==> config.mk <==
export PLATFORM = sky130hd
export DESIGN_NAME = hub75_scan_driver
export DESIGN_NICKNAME = d
export VERILOG_FILES = /design/src/rtl/hub75_pkg.sv /design/src/rtl/hub75_bcm_timer.sv /design/src/rtl/hub75_scan_driver.sv
export SDC_FILE = /design/constraint.sdc
export NUM_CORES = 1
export LEC_CHECK = 0
export CELL_PAD_IN_SITES_DETAIL_PLACEMENT = 1
export CELL_PAD_IN_SITES_GLOBAL_PLACEMENT = 2
export CORE_ASPECT_RATIO = 1.25
export CORE_MARGIN = 4
export CORE_UTILIZATION = 34
export CTS_CLUSTER_DIAMETER = 100
export DETAILED_ROUTE_END_ITERATION = 8
export PLACE_DENSITY_LB_ADDON = 0.1
export SYNTH_ARGS = -nofsm -noshare
export SYNTH_HDL_FRONTEND = slang
export SYNTH_HIERARCHICAL = 1
export SYNTH_SLANG_ARGS = --single-unit
==> constraint.sdc <==
create_clock -name clk -period 4.5 [get_ports clk]
set_clock_uncertainty 0.1 [all_clocks]
set_input_delay 0.9 -clock clk [delete_from_list [all_inputs] [get_ports clk]]
set_output_delay 0.9 -clock clk [all_outputs]
set_load 0.02 [all_outputs]
==> src/rtl/hub75_pkg.sv <==
// Shared definitions for the HUB75 scan driver: panel geometry, the scan
// state encoding and the bit-plane slice helper.
package hub75_pkg;

  localparam int PANEL_WIDTH = 64;
  localparam int SCAN_ROWS   = 16;
  localparam int COL_W       = 6;
  localparam int ROW_W       = 4;

  typedef enum logic [2:0] {
    ST_IDLE       = 3'd0,
    ST_SHIFT      = 3'd1,
    ST_SHIFT_TAIL = 3'd2,
    ST_LATCH      = 3'd3,
    ST_DISPLAY    = 3'd4,
    ST_BLANK      = 3'd5
  } scan_state_t;

  // Picks bit 'plane' (plane 0 = channel LSB) of each colour channel of the
  // top and bottom pixels. Pixels are packed {R,G,B}, zero-extended to 32 bits.
  // Result ordering matches the connector: {R1,G1,B1,R2,G2,B2}.
  function automatic logic [5:0] plane_slice(
    input logic [31:0] top,
    input logic [31:0] bottom,
    input logic [4:0]  colour_bits,
    input logic [4:0]  plane
  );
    logic [4:0] r_idx;
    logic [4:0] g_idx;
    logic [4:0] b_idx;
    b_idx = plane;
    g_idx = colour_bits + plane;
    r_idx = colour_bits + colour_bits + plane;
    plane_slice = {top[r_idx], top[g_idx], top[b_idx],
                   bottom[r_idx], bottom[g_idx], bottom[b_idx]};
  endfunction

endpackage

==> src/rtl/hub75_bcm_timer.sv <==
// Display-time down-counter for binary-coded modulation: loads
// BASE_TIME << plane and flags the last display cycle.
module hub75_bcm_timer #(
  parameter int BASE_TIME   = 4,
  parameter int COLOUR_BITS = 4,
  parameter int PLANE_W     = 2
) (
  input  logic               clk,
  input  logic               reset_n,
  input  logic               load,
  input  logic               run,
  input  logic [PLANE_W-1:0] plane,
  output logic               done
);

  localparam int MAX_TIME = BASE_TIME << (COLOUR_BITS - 1);
  localparam int CNT_W    = $clog2(MAX_TIME + 1);

  logic [CNT_W-1:0] count;
  logic [CNT_W-1:0] load_value;

  assign load_value = CNT_W'(BASE_TIME) << plane;

  // Count reads N on the first display cycle, so done (count==1) marks the Nth.
  assign done = (count == CNT_W'(1));

  // Load on the latch cycle, then count down once per display cycle.
  always_ff @(posedge clk or negedge reset_n) begin
    if (!reset_n) begin
      count <= '0;
    end else if (load) begin
      count <= load_value;
    end else if (run && (count != '0)) begin
      count <= count - CNT_W'(1);
    end else begin
      count <= count;
    end
  end

endmodule

==> src/rtl/hub75_scan_driver.sv <==
// HUB75 1/16-scan driver: reads top/bottom pixel pairs from the pixel RAM,
// shifts one bit-plane per pass, latches it and shows it for a time weighted
// by plane significance. All panel and RAM outputs are registered; their next
// values are decoded from the next state so they line up with the state.
module hub75_scan_driver #(
  parameter int BITS_PER_PIXEL = 12,
  parameter int COLOUR_BITS    = 4,
  parameter int BASE_TIME      = 4
) (
  input  logic                      clk,
  input  logic                      reset_n,
  input  logic                      enable,
  output logic [9:0]                read_addr,
  output logic                      read_en,
  input  logic [BITS_PER_PIXEL-1:0] read_data_top,
  input  logic [BITS_PER_PIXEL-1:0] read_data_bottom,
  output logic [5:0]                hub75_rgb,
  output logic                      hub75_clk,
  output logic                      hub75_lat,
  output logic                      hub75_oe_n,
  output logic [3:0]                hub75_addr,
  output logic                      frame_done
);

  import hub75_pkg::*;

  localparam int PLANE_W = (COLOUR_BITS > 1) ? $clog2(COLOUR_BITS) : 1;
  localparam logic [PLANE_W-1:0] LAST_PLANE = PLANE_W'(COLOUR_BITS - 1);
  localparam logic [COL_W-1:0]   LAST_COL   = COL_W'(PANEL_WIDTH - 1);
  localparam logic [ROW_W-1:0]   LAST_ROW   = ROW_W'(SCAN_ROWS - 1);

  scan_state_t        state;
  scan_state_t        state_nx;
  logic [ROW_W-1:0]   row;
  logic [ROW_W-1:0]   row_nx;
  logic [COL_W-1:0]   col;
  logic [COL_W-1:0]   col_nx;
  logic               phase;
  logic               phase_nx;
  logic [PLANE_W-1:0] plane;
  logic [PLANE_W-1:0] plane_nx;

  logic [9:0] read_addr_nx;
  logic       read_en_nx;
  logic       hub75_clk_nx;
  logic       hub75_lat_nx;
  logic       hub75_oe_n_nx;
  logic [3:0] hub75_addr_nx;
  logic       frame_done_nx;

  logic       timer_done;
  logic [5:0] rgb_slice;

  assign rgb_slice = plane_slice(32'(read_data_top), 32'(read_data_bottom),
                                 5'(COLOUR_BITS), 5'(plane));

  hub75_bcm_timer #(
    .BASE_TIME   (BASE_TIME),
    .COLOUR_BITS (COLOUR_BITS),
    .PLANE_W     (PLANE_W)
  ) u_bcm_timer (
    .clk     (clk),
    .reset_n (reset_n),
    .load    (state == ST_LATCH),
    .run     (state == ST_DISPLAY),
    .plane   (plane),
    .done    (timer_done)
  );

  // Next-state and scan-counter sequencing.
  always_comb begin
    state_nx = state;
    row_nx   = row;
    col_nx   = col;
    phase_nx = phase;
    plane_nx = plane;
    case (state)
      ST_IDLE: begin
        if (enable) begin
          state_nx = ST_SHIFT;
          row_nx   = '0;
          col_nx   = '0;
          phase_nx = 1'b0;
          plane_nx = '0;
        end else begin
          state_nx = ST_IDLE;
        end
      end
      ST_SHIFT: begin
        if (!phase) begin
          phase_nx = 1'b1;
        end else begin
          phase_nx = 1'b0;
          if (col == LAST_COL) begin
            col_nx   = '0;
            state_nx = ST_SHIFT_TAIL;
          end else begin
            col_nx = col + COL_W'(1);
          end
        end
      end
      ST_SHIFT_TAIL: state_nx = ST_LATCH;
      ST_LATCH:      state_nx = ST_DISPLAY;
      ST_DISPLAY: begin
        if (timer_done) begin
          state_nx = ST_BLANK;
        end else begin
          state_nx = ST_DISPLAY;
        end
      end
      ST_BLANK: begin
        if (plane == LAST_PLANE) begin
          plane_nx = '0;
          if (row == LAST_ROW) begin
            row_nx   = '0;
            state_nx = enable ? ST_SHIFT : ST_IDLE;
          end else begin
            row_nx   = row + ROW_W'(1);
            state_nx = ST_SHIFT;
          end
        end else begin
          plane_nx = plane + PLANE_W'(1);
          state_nx = ST_SHIFT;
        end
      end
      default: begin
        state_nx = ST_IDLE;
        row_nx   = '0;
        col_nx   = '0;
        phase_nx = 1'b0;
        plane_nx = '0;
      end
    endcase
  end

  // Output decode from the next state so registered outputs track the state.
  always_comb begin
    read_addr_nx  = read_addr;
    read_en_nx    = 1'b0;
    hub75_clk_nx  = 1'b0;
    hub75_lat_nx  = 1'b0;
    hub75_oe_n_nx = 1'b1;
    hub75_addr_nx = hub75_addr;
    frame_done_nx = 1'b0;
    case (state_nx)
      ST_IDLE: read_addr_nx = '0;
      ST_SHIFT: begin
        // read_en stays high through both phases so the captured data is real.
        read_en_nx   = 1'b1;
        read_addr_nx = {row_nx, col_nx};
        hub75_clk_nx = ~phase_nx;
      end
      ST_SHIFT_TAIL: hub75_clk_nx = 1'b1;
      ST_LATCH: begin
        // Row address moves only here, while the panel is blanked.
        hub75_lat_nx  = 1'b1;
        hub75_addr_nx = row_nx;
      end
      ST_DISPLAY: hub75_oe_n_nx = 1'b0;
      ST_BLANK:   frame_done_nx = (row_nx == LAST_ROW) && (plane_nx == LAST_PLANE);
      default:    read_addr_nx = '0;
    endcase
  end

  // State, counters and control outputs.
  always_ff @(posedge clk or negedge reset_n) begin
    if (!reset_n) begin
      state      <= ST_IDLE;
      row        <= '0;
      col        <= '0;
      phase      <= 1'b0;
      plane      <= '0;
      read_addr  <= '0;
      read_en    <= 1'b0;
      hub75_clk  <= 1'b0;
      hub75_lat  <= 1'b0;
      hub75_oe_n <= 1'b1;
      hub75_addr <= '0;
      frame_done <= 1'b0;
    end else begin
      state      <= state_nx;
      row        <= row_nx;
      col        <= col_nx;
      phase      <= phase_nx;
      plane      <= plane_nx;
      read_addr  <= read_addr_nx;
      read_en    <= read_en_nx;
      hub75_clk  <= hub75_clk_nx;
      hub75_lat  <= hub75_lat_nx;
      hub75_oe_n <= hub75_oe_n_nx;
      hub75_addr <= hub75_addr_nx;
      frame_done <= frame_done_nx;
    end
  end

  // Capture the plane slice in phase 1, when the RAM data for this column is valid.
  always_ff @(posedge clk or negedge reset_n) begin
    if (!reset_n) begin
      hub75_rgb <= '0;
    end else if ((state == ST_SHIFT) && phase) begin
      hub75_rgb <= rgb_slice;
    end else begin
      hub75_rgb <= hub75_rgb;
    end
  end

endmodule
==> flow_metrics.env <==
export IMPL_cts_root_buffer_cell="clkbuf_8"
export IMPL_drc=0
export IMPL_die_w_um=84.9
export IMPL_fmax_ghz=0.386
export IMPL_grt_max_degree=48
export IMPL_dieArea_um2=8830
export IMPL_synth_cell_types=60
export IMPL_clockBufferDepth=2
export IMPL_setup_viol=0
export IMPL_grtUsageTotal=0.152
export IMPL_n_antenna_cell=0
export IMPL_ys_seq_area_frac=0.469
export IMPL_cts_buffers=5
export IMPL_cts_tree="built"
export IMPL_hold_path_class="reg -> reg"
export IMPL_io_pins=52
export IMPL_post_place_ws_ns=1.56
export IMPL_stdcell_area_um2=3210
export IMPL_dr_first_iter_drc_count=97
export IMPL_relSlewSlack=0.423
export IMPL_ctsHoldBuffers=0
export IMPL_powerDensity_nw_per_um2=250
export IMPL_ant_nets=0
export IMPL_coreArea_um2=7060
export IMPL_async_flop_share=1.00
export IMPL_period_needed_ns=2.59
export IMPL_cts_resized_gates=0
export IMPL_synthTopCellsByArea="dfrtp_1, mux4_2, nand2_1"
export IMPL_dp_cells=373
export IMPL_grt_pass1_vias=2108
export IMPL_post_route_period_util=0.575
export IMPL_cp_start_kind="input port"
export IMPL_port_buffers=51
export IMPL_vias_per_cell=5.30
export IMPL_total_power_mw=0.801
export IMPL_maxSlewViolCount=0
export IMPL_drive_above_1_share=0.120
export IMPL_first_pass_iters=4
export IMPL_grt_setup_unrepaired="no"
export IMPL_end_kind="register"
export IMPL_gr_total_overflow=0
export IMPL_die_y_um=104
export IMPL_syn2layout_area_growth_pct=27.9
export IMPL_cp_max_fo=5
export IMPL_antenna_found_initial=0
export IMPL_grt_pass1_wl_mm=10.8
export IMPL_h_tree_depth=2
export IMPL_synth_edff_count=0
export IMPL_yosysMostFrequentCell="dfrtp_1"
export IMPL_crit_required_ns=4.61
export IMPL_netlist_instances=242
export IMPL_synth_net_count=275
export IMPL_vdd_drop_max_mv=0.191
export IMPL_critPathArrivalTime_ns=2.69
export IMPL_synth_cell_area_um2=2510
export IMPL_wirelength_mm=6.36
export IMPL_yosys_warnings=6
export IMPL_place_area_um2=3090
export IMPL_synth_ff_type="dfrtp_1"
export IMPL_ys_seq_elements=47
export IMPL_clk_pin_slew_worst_paths_ns=0.10
export IMPL_clkSinkCount=47
export IMPL_crit_type="in -> reg"
export IMPL_cap_violations=0
export IMPL_synth_largest_area_cell="dfrtp_1"
export IMPL_setup_ws_ns=1.91
export IMPL_num_rows=34
export IMPL_syn_avg_cell_area_um2=10.4
export IMPL_synth_top_area_share=0.459
export IMPL_fin_util=0.454
export IMPL_finalWeightedCongestion=0.787
export IMPL_start_util=0.355
export IMPL_hold_viol=0
export IMPL_final_nets=323
export IMPL_tns_ns=0
export IMPL_clock_latency_ns=0.31
export IMPL_cts_setup_buffers=0
export IMPL_p_leak_nw=1.33
export IMPL_vias=2020
export IMPL_synth_common_cells="dfrtp_1, nand2_1, o21ai_1, inv_1"
export IMPL_place_hpwl_mm=4.66
export IMPL_status="finished, final reports clean"
export IMPL_tightest_slew_ns=0.862
export IMPL_wl_per_cell_um=16.7
export IMPL_whs_ns=0.389
export IMPL_final_cells=381
[worst max-delay path: stages]
cell and delay (ns):
clkdlybuf4s50_1 0.54, or4b_4 0.53, a22o_1 0.25, a21o_1 0.21
mux2_4 0.26
[cell type report]
cell class                 count  area (um2)
inverter                      14        52.6
clock inverter                 3        47.5
fill                         815        3850
sequential                    47        1180
clock buffer                   5        68.8
tap                           90         113
timing repair buffer          54         528
multi-input combinational    168        1220
[state kept, by name (all words and copies together) (netlist names)]
name               cells
phase                  1
hub75_rgb              6
hub75_lat              1
u_bcm_timer/count      6
plane                  2
read_addr             10
state                  3
col                    6
frame_done             1
row                    4
hub75_clk              1
read_en                1
hub75_addr             4
hub75_oe_n             1
[power by group]
part           switching [mW]  total, mW  internal (mW)
Sequential            0.00130      0.426          0.425
Combinational          0.0175     0.0482         0.0307
Clock                   0.158      0.327          0.169
Total                   0.177      0.801          0.624
[cell families (layout without fill, tap and decap cells)]
logic type | after synthesis | count (layout) | share of synthesized area
and+or+nand+nor | 92 | 92 | 0.211
AOI/OAI and AO/OA | 52 | 52 | 0.139
DFF | 47 | 47 | 0.469
buffers and inverters | 27 | 76 | 0.0439
muxes | 17 | 17 | 0.104
adders and majority gates | 6 | 6 | 0.0299
xor gates and xnor gates | 1 | 1 | 0.00349
[cell usage in the layout, fill, tap and decap left out, types with 2 or more instances in the layout]
cell,instances
dfrtp_1,46
or2_1,3
and2_1,3
nand4_1,9
and3b_1,3
clkdlybuf4s50_1,50
buf_4,3
mux2_2,8
and4_1,2
nor3_1,3
nor4_1,3
o31ai_1,4
nand3_1,7
mux4_2,6
nand2_1,31
o21ai_1,15
o21ai_0,4
mux2i_1,2
nand3b_1,3
clkbuf_8,5
a21oi_1,8
nor2b_1,4
inv_1,13
nor2_1,9
ha_1,6
o211ai_1,2
nor3b_1,3
[metal layers]
layer,GRT usage,vias up,share of wire
met1,0.178,1011,0.42
met2,0.278,16,0.55
met4,0.0441,0,0.011
li1,-,987,-
met5,0,-,0
met3,0.0277,6,0.021
[worst paths after layout]
path,start,to,slack (ns),cells after the start
setup / recovery,enable,hub75_addr[2]$_DFFE_PN0P_,1.91,5
hold / removal,read_addr[6]$_DFFE_PN0N_,read_addr[6]$_DFFE_PN0N_,0.39,2
setup reg to reg,u_bcm_timer/count[2]$_DFFE_PN0P_,hub75_clk$_DFF_PN0_,2.13,7
hold reg to reg,read_addr[6]$_DFFE_PN0N_,read_addr[6]$_DFFE_PN0N_,0.39,2
max in group asynchronous,reset_n,u_bcm_timer/count[0]$_DFFE_PN0P_,3.31,2
min in group asynchronous,reset_n,hub75_rgb[2]$_DFFE_PN0P_,0.58,2
No activity file was read; power rests on OpenSTA's default activity.
